## config.mk

```make
export PLATFORM = sky130hd
export DESIGN_NAME = uart_tx_fifo
export DESIGN_NICKNAME = d
export VERILOG_FILES = /design/src/rtl/uart_tx_fifo.sv
export SDC_FILE = /design/constraint.sdc
export NUM_CORES = 1
export LEC_CHECK = 0
export CAP_MARGIN = 15
export CORE_MARGIN = 2
export CORE_UTILIZATION = 40
export CTS_BUF_LIST = sky130_fd_sc_hd__clkbuf_8
export CTS_CLUSTER_SIZE = 24
export DETAILED_ROUTE_END_ITERATION = 7
export GPL_TIMING_DRIVEN = 1
export PLACE_DENSITY = 0.53
export SYNTH_ARGS = -nofsm -noshare
export SYNTH_HDL_FRONTEND = slang
export SYNTH_SLANG_ARGS = --single-unit
```

## constraint.sdc

```tcl
create_clock -name Clk -period 4.2 [get_ports Clk]
set_input_delay 0.84 -clock Clk [delete_from_list [all_inputs] [get_ports Clk]]
set_output_delay 0.84 -clock Clk [all_outputs]
set_load 0.02 [all_outputs]
```

## src/rtl/uart_tx_fifo.sv

```systemverilog
`default_nettype none
`timescale 1ns/1ps
// ============================================================================
// Module   : uart_tx_fifo
// Purpose  : FIFO-buffered 8N1 UART transmitter with runtime baud select.
// Revision : 1.0 - initial release
// ============================================================================
module uart_tx_fifo #(
   parameter int CLK_FREQ   = 50_000_000,
   parameter int FIFO_DEPTH = 16
) (
   input  logic                          Clk,
   input  logic                          Rst,
   input  logic [2:0]                    baud_set,
   input  logic                          wr_en,
   input  logic [7:0]                    wr_data,
   output logic                          full,
   output logic                          empty,
   output logic [$clog2(FIFO_DEPTH):0]   fifo_cnt,
   output logic                          overflow,
   output logic                          Rs232_Tx,
   output logic                          Tx_Done,
   output logic                          uart_state
);

   localparam int AW      = $clog2(FIFO_DEPTH);
   localparam int BPS_MAX = CLK_FREQ / 9600;
   localparam int CW      = ($clog2(BPS_MAX) < 1) ? 1 : $clog2(BPS_MAX);

   localparam logic [AW:0]   DEPTH_C = (AW+1)'(FIFO_DEPTH);
   localparam logic [AW:0]   CNT_ONE = 1;
   localparam logic [AW-1:0] PTR_ONE = 1;
   localparam logic [CW-1:0] CC_ONE  = 1;

   typedef enum logic [1:0] {
      IDLE  = 2'd0,
      START = 2'd1,
      DATA  = 2'd2,
      STOP  = 2'd3
   } state_t;

   state_t          state_q, state_d;
   logic [7:0]      mem_q [FIFO_DEPTH];
   logic [AW-1:0]   wr_ptr_q, wr_ptr_d;
   logic [AW-1:0]   rd_ptr_q, rd_ptr_d;
   logic [AW:0]     cnt_q, cnt_d;
   logic            ovf_q, ovf_d;
   logic            tx_q, tx_d;
   logic [7:0]      data_q, data_d;
   logic [CW-1:0]   bps_q, bps_d;        // holds bit period minus one
   logic [CW-1:0]   clk_cnt_q, clk_cnt_d;
   logic [3:0]      bit_idx_q, bit_idx_d;

   logic [CW-1:0]   bps_sel;
   logic            bit_end;
   logic            pop;
   logic            push;

   always_comb begin
      case (baud_set)
         3'd1:    bps_sel = CW'(CLK_FREQ / 19200  - 1);
         3'd2:    bps_sel = CW'(CLK_FREQ / 38400  - 1);
         3'd3:    bps_sel = CW'(CLK_FREQ / 57600  - 1);
         3'd4:    bps_sel = CW'(CLK_FREQ / 115200 - 1);
         default: bps_sel = CW'(CLK_FREQ / 9600   - 1);
      endcase
   end

   assign empty    = (cnt_q == '0);
   assign full     = (cnt_q == DEPTH_C);
   assign bit_end  = (clk_cnt_q == bps_q);
   // A pop starts a frame, either from IDLE or chained off the last stop cycle.
   assign pop      = !empty && ((state_q == IDLE) || ((state_q == STOP) && bit_end));
   assign push     = wr_en && (!full || pop);

   always_comb begin
      wr_ptr_d = push ? (wr_ptr_q + PTR_ONE) : wr_ptr_q;
      rd_ptr_d = pop  ? (rd_ptr_q + PTR_ONE) : rd_ptr_q;
      ovf_d    = wr_en && !push;
      cnt_d    = cnt_q;
      if (push && !pop) begin
         cnt_d = cnt_q + CNT_ONE;
      end else if (pop && !push) begin
         cnt_d = cnt_q - CNT_ONE;
      end
   end

   always_comb begin
      state_d   = state_q;
      tx_d      = tx_q;
      data_d    = data_q;
      bps_d     = bps_q;
      clk_cnt_d = clk_cnt_q + CC_ONE;
      bit_idx_d = bit_idx_q;
      if (pop) begin
         state_d   = START;
         tx_d      = 1'b0;
         data_d    = mem_q[rd_ptr_q];
         bps_d     = bps_sel;
         clk_cnt_d = '0;
         bit_idx_d = 4'd0;
      end else if (state_q == IDLE) begin
         tx_d      = 1'b1;
         clk_cnt_d = '0;
         bit_idx_d = 4'd0;
      end else if (bit_end) begin
         clk_cnt_d = '0;
         bit_idx_d = bit_idx_q + 4'd1;
         if (state_q == STOP) begin
            state_d   = IDLE;
            tx_d      = 1'b1;
            bit_idx_d = 4'd0;
         end else if (bit_idx_q == 4'd8) begin
            state_d = STOP;
            tx_d    = 1'b1;
         end else begin
            state_d = DATA;
            tx_d    = data_q[bit_idx_q[2:0]];
         end
      end
   end

   always_ff @(posedge Clk) begin
      if (push) begin
         mem_q[wr_ptr_q] <= wr_data;
      end
   end

   always_ff @(posedge Clk or posedge Rst) begin
      if (Rst) begin
         state_q   <= IDLE;
         wr_ptr_q  <= '0;
         rd_ptr_q  <= '0;
         cnt_q     <= '0;
         ovf_q     <= 1'b0;
         tx_q      <= 1'b1;
         data_q    <= '0;
         bps_q     <= '0;
         clk_cnt_q <= '0;
         bit_idx_q <= '0;
      end else begin
         state_q   <= state_d;
         wr_ptr_q  <= wr_ptr_d;
         rd_ptr_q  <= rd_ptr_d;
         cnt_q     <= cnt_d;
         ovf_q     <= ovf_d;
         tx_q      <= tx_d;
         data_q    <= data_d;
         bps_q     <= bps_d;
         clk_cnt_q <= clk_cnt_d;
         bit_idx_q <= bit_idx_d;
      end
   end

   assign fifo_cnt   = cnt_q;
   assign overflow   = ovf_q;
   assign Rs232_Tx   = tx_q;
   assign Tx_Done    = (state_q == STOP) && bit_end;
   assign uart_state = (state_q != IDLE);

endmodule
`default_nettype wire

```

==> results.yml, run 1 <==
status:
  status: "finished clean"
logic_synthesis:
  syn_inst: 480
  ys_warn_count: 0
  netlist.area_leader.share: 0.4978
  synth_edf_count: 128
  synth_ff_type: "edfxtp_1"
  yosysUniqueCellTypes: 51
  avgSynthCellArea_sq_um: 16.09
  synth_async_sr_flop_share: 0.2928
  synth_top_cell_by_area: "edfxtp_1"
  synthTopCellsByCount: "128 x edfxtp_1, 52 x dfrtp_1, 34 x mux4_2"
  netlist_area_sq_mm: 0.007721
  synth.most_common_cell: "edfxtp_1"
  synth.ff_latch_count: 181
  syn-num-nets: 508
  ys_seq_area_frac: 0.6697
  yosys-top-cells-area: "edfxtp_1 50%, dfrtp_1 17%, mux4_2 9.9%"
route:
  viasPerCell: 5.169
  avgRoutedWirePerCell_microns: 20.26
  routed_wl_mm: 15.70
  dr_total_vias: 4006
  first_pass_iters: 7
  drc: 0
  drt_iter0_markers: 286
  postRouteAntennaNets: 0
cts:
  post_cts_resized: 0
  cts_setup_buffers: 0
  numCtsBuffers: 17
  holdBufCountCts: 0
  cts_tree: "built"
  htree_levels: 4
  insertion_delay_ns: 0.46
  cts_buffer_depth: 2
  clock_sinks: 181
  root_buffer: "clkbuf_8"
  clkTransAtPathRegs_ns: 0.09
critical_path:
  slowest_delay_ns: 0.60
  rr_startpoint: "clk_cnt_q[2]$_DFF_PP0_"
  required_ns: 3.36
  cp_top_family: "buffers and inverters"
  arrival_ns: 2.47
  start_kind: "flip-flop"
  rr_endpoint: "fifo_cnt[4]$_DFFE_PP0P_"
  crit_chain: "or3_1, a211oi_2, nand4_2, inv_1, clkdlybuf4s50_1"
  rrSetupSlack_ns: 0.95
  critPathKind: "reg2out"
  worst-path-max-fanout: 7
  end_kind: "output port"
  r2r_cells: 13
  slowest_stage: "clkdlybuf4s50_1"
  critPathBufInv: 2
finish:
  drive_gt1_frac: 0.1806
  synthToLayoutAreaGrowth_pct: 11.47
  post-route-cell-area_sq_mm: 0.008607
  nNetsFinal: 531
  num_antenna_cells: 0
sta:
  drv_slew: 0
  slew_headroom: 0.3764
  whs_ns: 0.5022
  hold_viol_final: 0
  max_freq_ghz: 0.3024
  fin_crit_ns: 3.307
  setup-tns-final_ns: 0
  timing.final.crit_share: 0.7875
  grt_setup_unrepaired: "no"
  skew_ns: 0.01334
  setup_violations: 0
  worst_slew_pin_slew_ns: 0.9355
power_and_ir_drop:
  p_leak_nw: 3.125
  ir_drop_uv: 274.6
  cellPowerDensity_mw_per_mm2: 620.8
global_route:
  grt-ovfl-total: 0
  grt_start_max_net_pins: 35
  antenna_found_initial: 0
  track_usage: 0.1660
  grt_pass1_wl_mm: 24.34
  grt_pass1_vias: 4042
place:
  hpwl_mm: 9.977
  placed_area_sq_mm: 0.008218
  numPortBuffers: 24
  gp_congestion: 0.7575
floorplan:
  die_h_microns: 142.9
  die_w_microns: 142.9
  die-area_sq_mm: 0.02043
  rows: 50
  ios: 25
  coreArea_sq_mm: 0.01883
  start_util: 0.4100
min_path:
  whs_endpoint: "rd_ptr_q[3]$_DFFE_PP0N_"
  hp-class: "reg2reg"
  min_from: "rd_ptr_q[3]$_DFFE_PP0N_"
  whs_path_depth: 1
flow_run:
  drv_cap: 0
-- layout by cell type (no fill, tap or decap), types with 12 or more instances in the layout --
| master | count |
|---|---|
| edfxtp_1 | 128 |
| dfrtp_1 | 51 |
| mux4_2 | 34 |
| nor2_1 | 30 |
| clkdlybuf4s50_1 | 24 |
| xor2_1 | 21 |
| a21oi_1 | 21 |
| nand2_1 | 18 |
| clkbuf_8 | 17 |
| inv_1 | 15 |
| xnor2_1 | 13 |
| ha_1 | 13 |
| and3_1 | 12 |
-- layer usage --
layer,track usage,vias to the layer above,part of all wire
li1,-,1871,-
met4,0.04221,0,0.0067
met1,0.2185,2041,0.45
met2,0.2783,88,0.50
met3,0.04024,6,0.039
met5,0,-,0
-- how the worst max path moves through the flow --
| stage | startpoint | slack (ns) | cells past startpoint | end |
|---|---|---|---|---|
| floorplan | clk_cnt_q[2]$_DFF_PP0_ | 1.18 | 13 | fifo_cnt[4]$_DFFE_PP0P_ |
| global placement | wr_en | 1.04 | 11 | fifo_cnt[4]$_DFFE_PP0P_ |
| detailed placement | clk_cnt_q[2]$_DFF_PP0_ | 0.96 | 13 | fifo_cnt[4]$_DFFE_PP0P_ |
| CTS | clk_cnt_q[2]$_DFF_PP0_ | 0.82 | 5 | Tx_Done |
| global route | clk_cnt_q[2]$_DFF_PP0_ | 0.67 | 13 | fifo_cnt[4]$_DFFE_PP0P_ |
| finish | clk_cnt_q[2]$_DFF_PP0_ | 0.89 | 5 | Tx_Done |
-- logic make-up (layout without fill, tap and decap cells) --
logic type / count (synthesis) / in the layout / synth area share
DFF: 181 / 181 / 0.6697
and+or+nand+nor: 104 / 104 / 0.07308
AOI/OAI and AO/OA: 54 / 54 / 0.04764
muxes: 52 / 52 / 0.1240
buffers and inverters: 41 / 76 / 0.02333
xor gates and xnor gates: 34 / 34 / 0.03857
adders and majority gates: 14 / 14 / 0.02366
-- report_power, final --
| group | internal [mW] | leakage, nW | switching (mW) |
|---|---|---|---|
| Clock | 0.533 | 0.196 | 0.644 |
| Combinational | 0.824 | 1.13 | 0.792 |
| Sequential | 2.23 | 1.80 | 0.317 |
| Total | 3.59 | 3.12 | 1.75 |
-- sequential cells by signal, indices dropped and copies added (netlist names), 2 cells and up --
name       cells
mem_q        128
clk_cnt_q     13
bps_q         11
data_q         8
fifo_cnt       5
bit_idx_q      4
rd_ptr_q       4
wr_ptr_q       4
state_q        2
-- layout make-up --
type | count | area [sq um]
Clock inverter | 14 | 155.1
Fill cell | 1628 | 10220
Multi-Input combinational cell | 258 | 2370
Inverter | 16 | 60.06
Timing Repair Buffer | 29 | 290.3
Clock buffer | 17 | 234.0
Tap cell | 260 | 325.3
Sequential cell | 181 | 5172
-- metrics by stage --
step	utilization	std cells	setup slack [ns]	power [mW]
floorplan	-	480	1.182	3.727
global placement	0.4364	744	1.040	4.205
detailed placement	0.4364	744	0.9642	4.235
CTS	0.4571	775	0.8223	5.415
global route	0.4571	775	0.6713	5.659
finish	0.4571	775	0.8926	5.343
(Power assumes the default switching activity.)
==> run 2: changes to the inputs <==
--- a/config.mk
+++ b/config.mk
@@ -12,7 +12,7 @@
 export CTS_CLUSTER_SIZE = 24
 export DETAILED_ROUTE_END_ITERATION = 7
 export GPL_TIMING_DRIVEN = 1
-export PLACE_DENSITY = 0.53
+export PLACE_DENSITY = 0.55
 export SYNTH_ARGS = -nofsm -noshare
 export SYNTH_HDL_FRONTEND = slang
 export SYNTH_SLANG_ARGS = --single-unit
==> constraint.sdc (replaced) <==
create_clock -name Clk -period 2.9 [get_ports Clk]
set_input_delay 0.58 -clock Clk [delete_from_list [all_inputs] [get_ports Clk]]
set_output_delay 0.58 -clock Clk [all_outputs]
set_load 0.02 [all_outputs]
==> run 2 against run 1 <==
Against the previous run:
- non-clock buffer count rose by 29
- sequential share of layout area fell by 1.6 points
- cell count up 3.7%
- clock power is 36% higher
- clock skew grew 0.0039 ns
- via count grew 3.4%
- global-route usage fell by 0.39 points
- cell area is 2.7% higher
- first-iteration DRC count decreased by 15%
- worst setup slack got worse by 0.78 ns
- largest power group unchanged
==> results.yml, run 2 (synthesis results as in run 1) <==
status:
  status: "finished clean"
finish:
  reg.largest.list: "mem_q: 128 flops, clk_cnt_q: 13 flops, bps_q: 11 flops"
  top_register: "mem_q"
  multiInputGateArea_sq_mm: 0.002410
  layout_common_cells: "128 x edfxtp_1, 51 x dfrtp_1, 34 x mux4_2, 32 x buf_4, 30 x nor2_1"
  layout_commonest_cell: "edfxtp_1"
  synthToLayoutAreaGrowth_pct: 14.47
  num_antenna_cells: 0
  drive_gt1_frac: 0.2390
  largest_reg_flops: 128
  fill_cells: 1630
  nNetsFinal: 560
  final-seq-area_sq_mm: 0.005172
global_route:
  track_usage: 0.1622
  grt_start_max_net_pins: 40
  antenna_found_initial: 0
  grt-ovfl-total: 0
  grt_pass1_vias: 4276
  grt_pass1_wl_mm: 24.30
flow_run:
  drv_cap: 0
sta:
  max_freq_ghz: 0.3592
  hold_viol_final: 0
  fin_crit_ns: 2.784
  worst_slew_pin_slew_ns: 0.6517
  timing.final.crit_share: 0.9601
  skew_ns: 0.01721
  whs_ns: 0.4929
  grt_setup_unrepaired: "yes"
  setup-tns-final_ns: 0
  slew_headroom: 0.5649
  drv_slew: 0
  setup_violations: 0
  layout_setup_ws_ns: 0.1157
floorplan:
  coreArea_sq_mm: 0.01883
  die_w_microns: 142.9
  start_util: 0.4100
  rows: 50
  die_h_microns: 142.9
  die-area_sq_mm: 0.02043
  ios: 25
critical_path:
  slowest_stage: "dfrtp_1"
  critPathKind: "reg2reg"
  end_kind: "flip-flop"
  start_kind: "flip-flop"
  cp_top_family: "simple AND/OR/NAND/NOR gates"
  arrival_ns: 3.17
  worst-path-max-fanout: 3
  required_ns: 3.29
  rrSetupSlack_ns: 0.12
  critPathBufInv: 2
  slowest_delay_ns: 0.38
  crit_chain: "or3_1, a211oi_2, nand4_2, a21oi_4, inv_2, ha_2, fa_2, inv_1, a21o_1, a21oi_2, xnor2_1, nor2_1, xor2_1"
cts:
  htree_levels: 4
  clkTransAtPathRegs_ns: 0.09
  numCtsBuffers: 17
  root_buffer: "clkbuf_8"
  insertion_delay_ns: 0.46
  cts_buffer_depth: 2
  holdBufCountCts: 0
  clock_sinks: 181
  cts_tree: "built"
min_path:
  hp-class: "reg2reg"
route:
  viasPerCell: 5.154
  postRouteAntennaNets: 0
  routed_wl_mm: 15.45
  drc: 0
  avgRoutedWirePerCell_microns: 19.22
  first_pass_iters: 4
  dr_total_vias: 4144
  drt_iter0_markers: 244
place:
  gp_congestion: 0.7568
  hpwl_mm: 9.981
  dp_slack_ns: 0.05756
  numPortBuffers: 24
power_and_ir_drop:
  power.total_mw: 7.842
  ir_drop_uv: 374.5
  cellPowerDensity_mw_per_mm2: 887.3
  p_leak_nw: 3.267
-- run 2: cell type report --
| cell class | instances | area share |
|---|---|---|
| sequential | 181 | 0.5852 |
| inverter | 16 | 0.007078 |
| tap | 260 | 0.03681 |
| multi-input combinational | 258 | 0.2726 |
| timing repair buffer | 58 | 0.05832 |
| clock inverter | 14 | 0.01345 |
| clock buffer | 17 | 0.02647 |
-- run 2: report_power, final --
| group | internal, mW | switching, mW |
|---|---|---|
| logic | 1.33 | 1.36 |
| clock network | 0.620 | 0.984 |
| registers | 3.23 | 0.313 |
| total | 5.18 | 2.66 |
-- run 2: per-stage QoR --
step                area [sq um]    util  instances
global placement            8439  0.4482        771
detailed placement          8439  0.4482        771
finish                      8838  0.4694        804
CTS                         8797  0.4672        802
floorplan                   7730       -        480
global route                8838  0.4694        804
-- run 2: metal layers --
layer	GRT usage	share of wire	up-vias
li1	-	-	1929
met1	0.2186	0.46	2162
met2	0.2647	0.51	45
met3	0.03823	0.023	8
met4	0.04586	0.0066	0
met5	0	0	-
-- run 2: repair_timing --
item	4_1_cts	5_1_grt
endpoints found under the setup margin	2	4
gates cloned	0	0
buffers inserted	0	2
pin swaps	0	6
gates resized for setup	2	7
-- run 2: path summary, 6_finish.rpt --
kind,start,endpoint,depth (start not counted)
max,clk_cnt_q[10]$_DFF_PP0_,fifo_cnt[4]$_DFFE_PP0P_,13
max in group asynchronous,Rst,rd_ptr_q[0]$_DFFE_PP0N_,3
max reg2reg,clk_cnt_q[10]$_DFF_PP0_,fifo_cnt[4]$_DFFE_PP0P_,13
min in group asynchronous,Rst,wr_ptr_q[3]$_DFFE_PP0P_,2
min,bps_q[0]$_DFFE_PP0N_,bps_q[0]$_DFFE_PP0N_,1
min reg2reg,bps_q[0]$_DFFE_PP0N_,bps_q[0]$_DFFE_PP0N_,1
-- run 2: worst register-to-register path, stage by stage, from the launching register on --
cell and delay [ns]:
dfrtp_1 0.38, or3_1 0.38, a211oi_2 0.27, nand4_2 0.22, a21oi_4 0.22, inv_2 0.05, ha_2 0.22, fa_2 0.36
inv_1 0.06, a21o_1 0.12, a21oi_2 0.06, xnor2_1 0.12, nor2_1 0.11, xor2_1 0.14
